--- config.mk ---
export PLATFORM = sky130hd
export DESIGN_NAME = ex_mul_unit
export DESIGN_NICKNAME = d
export VERILOG_FILES = /design/src/rtl/ex_mul_unit_pkg.sv /design/src/rtl/ex_mul_pp17.sv /design/src/rtl/ex_mul_unit.sv
export SDC_FILE = /design/constraint.sdc
export NUM_CORES = 2
export LEC_CHECK = 0
export CAP_MARGIN = 20
export CORE_MARGIN = 2
export CORE_UTILIZATION = 30
export CTS_CLUSTER_DIAMETER = 80
export DETAILED_ROUTE_END_ITERATION = 7
export PLACE_DENSITY = 0.51
export SETUP_SLACK_MARGIN = 0.5
export SYNTH_ARGS = -nofsm -noshare
export SYNTH_HDL_FRONTEND = slang
export SYNTH_SLANG_ARGS = --single-unit
--- constraint.sdc ---
create_clock -name clock -period 13 [get_ports clock]
set_input_delay 1.3 -clock clock [delete_from_list [all_inputs] [get_ports clock]]
set_output_delay 1.3 -clock clock [all_outputs]
set_load 0.01 [all_outputs]
--- src/rtl/ex_mul_unit_pkg.sv ---
// Shared constants and operand helpers for the EX-stage multiplier.
// The command and status encodings mirror the core-wide definitions.
package ex_mul_unit_pkg;

  localparam logic [5:0]  JX2_UCMD_MUL3  = 6'h0B;
  localparam logic [5:0]  JX2_UCMD_MULW3 = 6'h0C;

  localparam logic [1:0]  UMEM_OK_READY  = 2'h0;
  localparam logic [1:0]  UMEM_OK_OK     = 2'h1;
  localparam logic [1:0]  UMEM_OK_HOLD   = 2'h2;

  localparam logic [31:0] UV32_00        = 32'h0000_0000;
  localparam logic [31:0] UV32_FF        = 32'hFFFF_FFFF;

  // Edges from operand capture to a valid MUL3 result; EX2 waits exactly this long.
  localparam int          MUL_LAT        = 3;

  function automatic logic [32:0] extOp33(input logic [31:0] v, input logic isUns);
    return {(isUns ? 1'b0 : v[31]), v};
  endfunction

  function automatic logic [16:0] extOp17(input logic [15:0] v, input logic isUns);
    return {(isUns ? 1'b0 : v[15]), v};
  endfunction

  function automatic logic [63:0] sext34(input logic [33:0] p);
    return {{30{p[33]}}, p};
  endfunction

endpackage

--- src/rtl/ex_mul_pp17.sv ---
// One registered 17x17 signed multiplier; the product updates only when enabled.
module ex_mul_pp17 (
  input  logic        clock,
  input  logic        reset,
  input  logic        enable,
  input  logic [16:0] valA,
  input  logic [16:0] valB,
  output logic [33:0] valP
);

  always_ff @(posedge clock) begin
    if (reset)
      valP <= '0;
    else if (enable)
      valP <= $signed(valA) * $signed(valB);
  end

endmodule

--- src/rtl/ex_mul_unit.sv ---
// Multi-cycle EX multiplier: 32x32->64 MUL3 through registered 16-bit partial
// products, plus a single-cycle 16x16->32 MULW3 path that runs independently.
module ex_mul_unit
  import ex_mul_unit_pkg::*;
(
  input  logic        clock,
  input  logic        reset,
  input  logic [7:0]  opUCmd,
  input  logic [7:0]  opUIxt,
  input  logic        opBraFlush,
  input  logic        exHold,
  input  logic [63:0] regValRs,
  input  logic [63:0] regValRt,
  output logic [63:0] regValMulRes,
  output logic [63:0] regValMulwRes,
  output logic [1:0]  mulOK
);

  typedef enum logic [1:0] {
    MUL_IDLE = 2'd0,
    MUL_PP   = 2'd1,
    MUL_SUM  = 2'd2,
    MUL_DONE = 2'd3
  } mulState_t;

  mulState_t   stateReg, stateNext;

  logic        capOk, mul3Cap, mulwCap, isUns;
  logic [32:0] opAReg, opBReg;
  logic        ppEn;
  logic [16:0] ppA [4];
  logic [16:0] ppB [4];
  logic [33:0] ppP [4];
  logic [63:0] sumNext;
  logic [33:0] mulwP;
  logic        mulwSignedReg;
  logic        unusedOk;

  assign isUns   = opUIxt[0];
  assign capOk   = !exHold && !opBraFlush;
  assign mul3Cap = capOk && (opUCmd[5:0] == JX2_UCMD_MUL3);
  assign mulwCap = capOk && (opUCmd[5:0] == JX2_UCMD_MULW3);

  // Predicate bits, spare extension bits and upper register halves carry no meaning here.
  assign unusedOk = ^{opUCmd[7:6], opUIxt[7:1], regValRs[63:32], regValRt[63:32],
                      regValRs[31:16] & regValRt[31:16], mulwP[33:32]};

  // Operands are widened to 33 bits so one signed datapath covers both signednesses.
  always_ff @(posedge clock) begin
    if (reset) begin
      opAReg <= '0;
      opBReg <= '0;
    end else if (mul3Cap) begin
      opAReg <= extOp33(regValRs[31:0], isUns);
      opBReg <= extOp33(regValRt[31:0], isUns);
    end
  end

  always_ff @(posedge clock) begin
    if (reset)
      stateReg <= MUL_IDLE;
    else
      stateReg <= stateNext;
  end

  always_comb begin
    stateNext = stateReg;
    mulOK     = UMEM_OK_READY;
    case (stateReg)
      MUL_IDLE: begin
        stateNext = MUL_IDLE;
        mulOK     = UMEM_OK_READY;
      end
      MUL_PP: begin
        stateNext = MUL_SUM;
        mulOK     = UMEM_OK_HOLD;
      end
      MUL_SUM: begin
        stateNext = MUL_DONE;
        mulOK     = UMEM_OK_HOLD;
      end
      MUL_DONE: begin
        stateNext = exHold ? MUL_DONE : MUL_IDLE;
        mulOK     = UMEM_OK_OK;
      end
      default: begin
        stateNext = MUL_IDLE;
        mulOK     = UMEM_OK_READY;
      end
    endcase
    if (mul3Cap)
      stateNext = MUL_PP;
  end

  assign ppEn = (stateReg == MUL_PP);

  // Index bit 1 selects the A half, bit 0 the B half: 0=ll, 1=lh, 2=hl, 3=hh.
  // Low halves get a zero top bit; high halves keep the 33-bit sign.
  genvar gi;
  generate
    for (gi = 0; gi < 4; gi++) begin : g_pp
      localparam int A_HI = gi / 2;
      localparam int B_HI = gi % 2;

      assign ppA[gi] = (A_HI == 1) ? opAReg[32:16] : {1'b0, opAReg[15:0]};
      assign ppB[gi] = (B_HI == 1) ? opBReg[32:16] : {1'b0, opBReg[15:0]};

      ex_mul_pp17 u_pp (
        .clock  (clock),
        .reset  (reset),
        .enable (ppEn),
        .valA   (ppA[gi]),
        .valB   (ppB[gi]),
        .valP   (ppP[gi])
      );
    end
  endgenerate

  assign sumNext = sext34(ppP[0])
                 + ((sext34(ppP[1]) + sext34(ppP[2])) << 16)
                 + (sext34(ppP[3]) << 32);

  // Result only moves on the SUM edge, so EX2 sees a frozen value through DONE.
  always_ff @(posedge clock) begin
    if (reset)
      regValMulRes <= '0;
    else if (stateReg == MUL_SUM)
      regValMulRes <= sumNext;
  end

  ex_mul_pp17 u_mulw (
    .clock  (clock),
    .reset  (reset),
    .enable (mulwCap),
    .valA   (extOp17(regValRs[15:0], isUns)),
    .valB   (extOp17(regValRt[15:0], isUns)),
    .valP   (mulwP)
  );

  always_ff @(posedge clock) begin
    if (reset)
      mulwSignedReg <= 1'b0;
    else if (mulwCap)
      mulwSignedReg <= !isUns;
  end

  assign regValMulwRes = {(mulwSignedReg && mulwP[31]) ? UV32_FF : UV32_00, mulwP[31:0]};

endmodule

==> Yosys cells after proc, flatten, opt, wreduce, memory -nomap -nowiden <==
Index checks and enable logic that the tools add are counted.
{ "word_totals": {"reg_bits": 297, "in_bits": 148, "word_cells": 43} }
{ "op_classes": {"mux": 9, "addsub": 3, "n_reduce_logical": 10, "eq_ne": 5, "mul": 5} }
{ "ops": {"columns": ["operator", "n"], "rows": [
  ["$mul 17x17->34", 2],
  ["$add 64x64->64", 1],
  ["$mul 17x17->32", 2],
  ["$add 33x51->52", 1],
  ["$add 34x34->35", 1],
  ["$mul 16x16->32", 1],
  ["$mux 32", 1],
  ["$eq 6x4->1 const B", 2],
  ["$pmux 2 s4", 1],
  ["$pmux 2 s3", 1],
  ["$mux 1", 5],
  ["$eq 2x2->1 const B", 2],
  ["$logic_and 1x1->1", 4],
  ["$reduce_or 2->1", 2],
  ["$logic_not 1->1", 3],
  ["$eq 2x1->1 const B", 1],
  ["$logic_not 2->1", 1],
  ["$mux 2", 1]
]} }

==> Depth between registers and ports, before layout <==
{ "logic_depth": {"word_depth": 4, "mapped_depth": 33, "ltp_nobuf": 32} }

==> By module <==
A second synthesis with hierarchy kept.
{ "unflattened": {"cells_unflattened": 7778, "area_unflattened_um2": 70057.2} }
{ "by_module_without_submodules": {"columns": ["module", "area_each_um2", "seq_area_each_um2", "cells_per_inst", "instances"], "rows": [
  ["ex_mul_pp17 (g_pp[2].u_pp ...)", 12011.5, 680.7, 1305, 2],
  ["ex_mul_pp17 (g_pp[0].u_pp)", 12185.4, 680.7, 1330, 1],
  ["ex_mul_pp17 (g_pp[1].u_pp)", 12024.0, 680.7, 1303, 1],
  ["ex_mul_pp17 (u_mulw)", 12011.5, 680.7, 1298, 1],
  ["ex_mul_unit", 9813.2, 2662.6, 1237, 1]
]} }

==> Worst setup path before layout <==
OpenSTA, ideal clock, no wires.
{ "synth_path": {"path_kind": "input-to-reg", "from": "input port regValRs[11]", "to": "register u_mulw.valP[29]", "setup_time_ps": 79, "path_buffers": 2, "slack_ps": 5239, "required_time_ps": 12921, "t_arrival_ps": 7682, "path_stages": 24, "path_cell_list": "clkbuf_1 > clkbuf_1 > nand2_1 > fa_1 > inv_1 > fa_1 > inv_1 > fa_1 > inv_1 > fa_1 > fa_1 > fa_1 > ha_1 > a21o_1 > a21oi_1 > nor2b_1 > or4_1 > a221oi_1 > a31oi_1 > a311o_1 > a21o_1 > a21o_1 > a211o_1 > o211ai_1"} }
{ "synth_via": {"elab_chain_cells": 1} }
{ "synth_rtl": {"columns": ["element", "line_no", "rtl"], "rows": [
  ["from (decl)", "ex_mul_unit.sv:12", "input logic [63:0] regValRs,"],
  ["$mul 17x17->32", "ex_mul_pp17.sv:15", "valP <= $signed(valA) * $signed(valB);"],
  ["to (signal assigned)", "ex_mul_pp17.sv:15", null],
  ["to (decl)", "ex_mul_pp17.sv:8", "output logic [33:0] valP"]
]} }
Every way passes these cells.
A chain may end at the register's enable or synchronous reset.

==> Worst setup path in the final report <==
{ "layout_path": {"from": "register g_pp[1].u_pp.valP[0]", "to": "register regValMulRes[63]"} }
{ "layout_via": {"elab_chain_cells": 3} }
{ "layout_rtl": {"columns": ["element", "line_no", "rtl"], "rows": [
  ["from (decl)", "ex_mul_pp17.sv:8", null],
  ["from (signal assigned)", "ex_mul_pp17.sv:15", null],
  ["$add 34x34->35", "ex_mul_unit.sv:120", "+ ((sext34(ppP[1]) + sext34(ppP[2])) << 16)"],
  ["$add 33x51->52", "ex_mul_unit.sv:120", null],
  ["$add 64x64->64", "ex_mul_unit.sv:121", "+ (sext34(ppP[3]) << 32);"],
  ["to (signal assigned)", "ex_mul_unit.sv:128", "regValMulRes <= sumNext;"],
  ["to (decl)", "ex_mul_unit.sv:14", "output logic [63:0] regValMulRes,"]
]} }
Every way passes these cells.

==> load_flow_metrics.sql <==
INSERT INTO impl_metrics (metric_group, metric, value, unit) VALUES
('outcome', 'outcome', 'completed', ''),
('grt', 'grt_overflow', '0', ''),
('worst_setup_path', 'reg2regPathDepth', '29', ''),
('logic_synthesis', 'post_synth.cell_area_avg', '8.685', 'um2'),
('place', 'dpl.hpwl', '143.1', 'mm'),
('cts', 'max-clock-path-buffers', '3', ''),
('logic_synthesis', 'synth-main-ff-cell', 'sky130_fd_sc_hd__dfxtp_1', ''),
('logic_synthesis', 'ys.warnings.count', '0', ''),
('worst_setup_path', 'crit_path_max_fanout', '6', ''),
('drt', 'num_vias', '48070', ''),
('worst_setup_path', 'worst_setup_path_category', 'register to register', ''),
('cts', 'cts.repair.resized', '0', ''),
('cts', 'num_cts_buffers', '47', ''),
('cts', 'tritoncts', 'yes', ''),
('power_and_ir_drop', 'power_density', '87.19', 'nW/um2'),
('hold_path', 'hold_path.startpoint', 'u_mulw.valP[12]', ''),
('power_and_ir_drop', 'ir_worst_vdd', '0.0002286', 'V'),
('logic_synthesis', 'post_synth_inst_count', '7341', ''),
('worst_setup_path', 'cp_slowest_cell', 'sky130_fd_sc_hd__a2111oi_0', ''),
('drt', 'routed_wire_length_per_instance', '18.20', 'um'),
('logic_synthesis', 'synth.lib_cells_used.distinct', '87', ''),
('cells_and_area', 'area_growth_syn_to_layout', '10.03', '%'),
('grt', 'antenna_found_initial', '9', ''),
('worst_setup_path', 'timing.rr.start', 'g_pp[1].u_pp.valP[0]', ''),
('grt', 'grt_use_total', '0.1730', ''),
('timing', 'timing.max_slew.rel_slack', '0.2496', ''),
('grt', 'first_global_vias', '51680', ''),
('cells_and_area', 'final_util', '0.3314', ''),
('timing', 'grt_setup_unrepaired', 'no', ''),
('timing', 'finalSetupViolations', '0', ''),
('cells_and_area', 'filler_cell_count', '22190', ''),
('logic_synthesis', 'edff_count_synth', '0', ''),
('floorplanning', 'floorplan.initialDensity', '0.3012', ''),
('logic_synthesis', 'share_of_yosys_cell_area_claimed_by_the_top_area_cell_type', '0.3922', ''),
('timing', 'min_period', '9.159', 'ns'),
('power_and_ir_drop', 'totalPowerFinal', '0.006116', 'W'),
('worst_setup_path', 'critical_path_required', '13.52', 'ns'),
('cts', 'post-cts-setup-buffers', '0', ''),
('timing', 'timing.clock.skew', '0.04017', 'ns'),
('drt', 'drc_violation_total_after_the_first_tritonroute_iteration', '2442', ''),
('logic_synthesis', 'ys_seq_elements', '297', ''),
('grt', 'grt_pass1_wl', '294.2', 'mm'),
('cells_and_area', 'nets', '9283', ''),
('place', 'detailed_place.area', '68570', 'um2'),
('floorplanning', 'die_width', '465.0', 'um'),
('worst_setup_path', 'cp_slowest_stage_delay', '0.75', 'ns'),
('drt', 'via_per_inst', '4.726', ''),
('worst_setup_path', 'cp-start-kind', 'register', ''),
('timing', 'layout_worst_path_cycle_share', '0.7046', ''),
('cts', 'cts_root_buf', 'sky130_fd_sc_hd__clkbuf_16', ''),
('cts', 'clock-sinks', '297', ''),
('worst_setup_path', 'worstSetupEndpointType', 'register', ''),
('cells_and_area', 'post_route_cells_drive_above_1_share', '0.03198', ''),
('logic_synthesis', 'netlist_top_cells_count', '1,537 x sky130_fd_sc_hd__inv_1, 1,249 x sky130_fd_sc_hd__fa_1, 1,097 x sky130_fd_sc_hd__nand2_1', ''),
('timing', 'fmax', '109.2', 'MHz'),
('cts', 'htree_levels', '2', ''),
('hold_path', 'hold_path_class', 'register to register', ''),
('power_and_ir_drop', 'total_leakage_power', '33.55', 'nW'),
('floorplanning', 'num_io_pins', '278', ''),
('timing', 'worst_pin_slew', '1.122', 'ns'),
('worst_setup_path', 'startpoint', 'g_pp[1].u_pp.valP[0]', ''),
('timing', 'final-max-slew-violation-count', '0', ''),
('place', 'gp_congestion', '0.8839', ''),
('logic_synthesis', 'netlist_area_before_placement', '63750', 'um2'),
('hold_path', 'timing.hold.worst_path_depth', '2', ''),
('logic_synthesis', 'netlist.top_cell.by_area', 'sky130_fd_sc_hd__fa_1', ''),
('floorplanning', 'die-height', '465.0', 'um'),
('drt', 'first_pass_iters', '7', ''),
('place', 'placement.io_buffers', '204', ''),
('timing', 'final_hold_violating_endpoints', '0', ''),
('timing', 'hold-worst-slack', '0.4515', 'ns');
-- per-stage QoR --
step | instances | setup WS [ns]
global placement | 10090 | 3.824
global route | 10170 | 3.065
detailed placement | 10090 | 3.797
finish | 10170 | 3.841
floorplan | 7341 | 5.239
CTS | 10170 | 3.818
-- metal layers --
metal | wire (um) | vias to the layer above | global-route usage
met5 | 16 | - | 0
met4 | 5864 | 2 | 0.05254
li1 | - | 22100 | -
met2 | 89700 | 1074 | 0.2999
met3 | 8818 | 270 | 0.02104
met1 | 80660 | 24630 | 0.2243
-- report_power, final --
part           internal, W  switching (W)  leakage, nW
Sequential        0.000919     0.00000814         2.39
Combinational      0.00165        0.00221         30.4
Clock             0.000773       0.000552        0.767
Total              0.00334        0.00277         33.6
-- registers in the layout, indices dropped and copies added, names as in the netlist --
register,flops
u_mulw.valP,32
mulwSignedReg,1
opAReg,33
g_pp.u_pp.valP,132
stateReg,2
opBReg,33
regValMulRes,64
-- logic make-up (layout without fill, tap and decap cells) --
family | after synthesis | in the layout | share of synthesized area
simple gates | 2202 | 2202 | 0.1610
xor+xnor | 247 | 247 | 0.03393
mux | 121 | 121 | 0.01902
other cells | 0 | 1 | 0
compound gates | 729 | 729 | 0.07255
buf+inv | 1924 | 1932 | 0.1157
fa+ha+maj | 1821 | 1821 | 0.5044
flops | 297 | 297 | 0.09326
-- final timing paths --
kind	end
hold reg to reg	u_mulw.valP[12]
setup reg to reg	regValMulRes[63]
setup / recovery	regValMulRes[63]
hold / removal	u_mulw.valP[12]
-- critical path, delay by kind of cell, from the launching register on --
kind	cells	cell delay, ns
AO/OA/AOI/OAI	15	4.59
adder cells (fa/ha/maj)	4	1.41
flip-flops	1	0.32
XOR/XNOR	2	0.43
AND/OR/NAND/NOR	8	2.28
-- layout by cell type (no fill, tap or decap), types with 47 or more instances in the layout --
master	Yosys	final
sky130_fd_sc_hd__clkdlybuf4s50_1	0	203
sky130_fd_sc_hd__and2_1	546	546
sky130_fd_sc_hd__inv_1	1537	1536
sky130_fd_sc_hd__o21ai_0	114	114
sky130_fd_sc_hd__nand2_1	1097	1097
sky130_fd_sc_hd__dfxtp_1	297	293
sky130_fd_sc_hd__clkbuf_16	0	47
sky130_fd_sc_hd__a21o_1	90	90
sky130_fd_sc_hd__nor2_1	290	289
sky130_fd_sc_hd__a21oi_1	294	294
sky130_fd_sc_hd__xnor2_1	162	162
sky130_fd_sc_hd__nor3_1	47	47
sky130_fd_sc_hd__mux2i_1	120	120
sky130_fd_sc_hd__ha_1	572	570
sky130_fd_sc_hd__nand2b_1	48	48
sky130_fd_sc_hd__buf_4	34	104
sky130_fd_sc_hd__xor2_1	85	85
sky130_fd_sc_hd__fa_1	1249	1249
-- final cells by class --
| type | instances | area (um2) | share of cell area |
|---|---|---|---|
| Inverter | 1538 | 5773 | 0.08230 |
| Clock buffer | 53 | 1229 | 0.01752 |
| Timing Repair Buffer | 310 | 2859 | 0.04076 |
| Tap cell | 2821 | 3530 | 0.05032 |
| Multi-Input combinational cell | 5120 | 50460 | 0.7193 |
| Clock inverter | 31 | 345.3 | 0.004923 |
| Sequential cell | 297 | 5951 | 0.08483 |
| Antenna cell | 1 | 2.502 | 0.00003567 |
(Power assumes the default switching activity.)
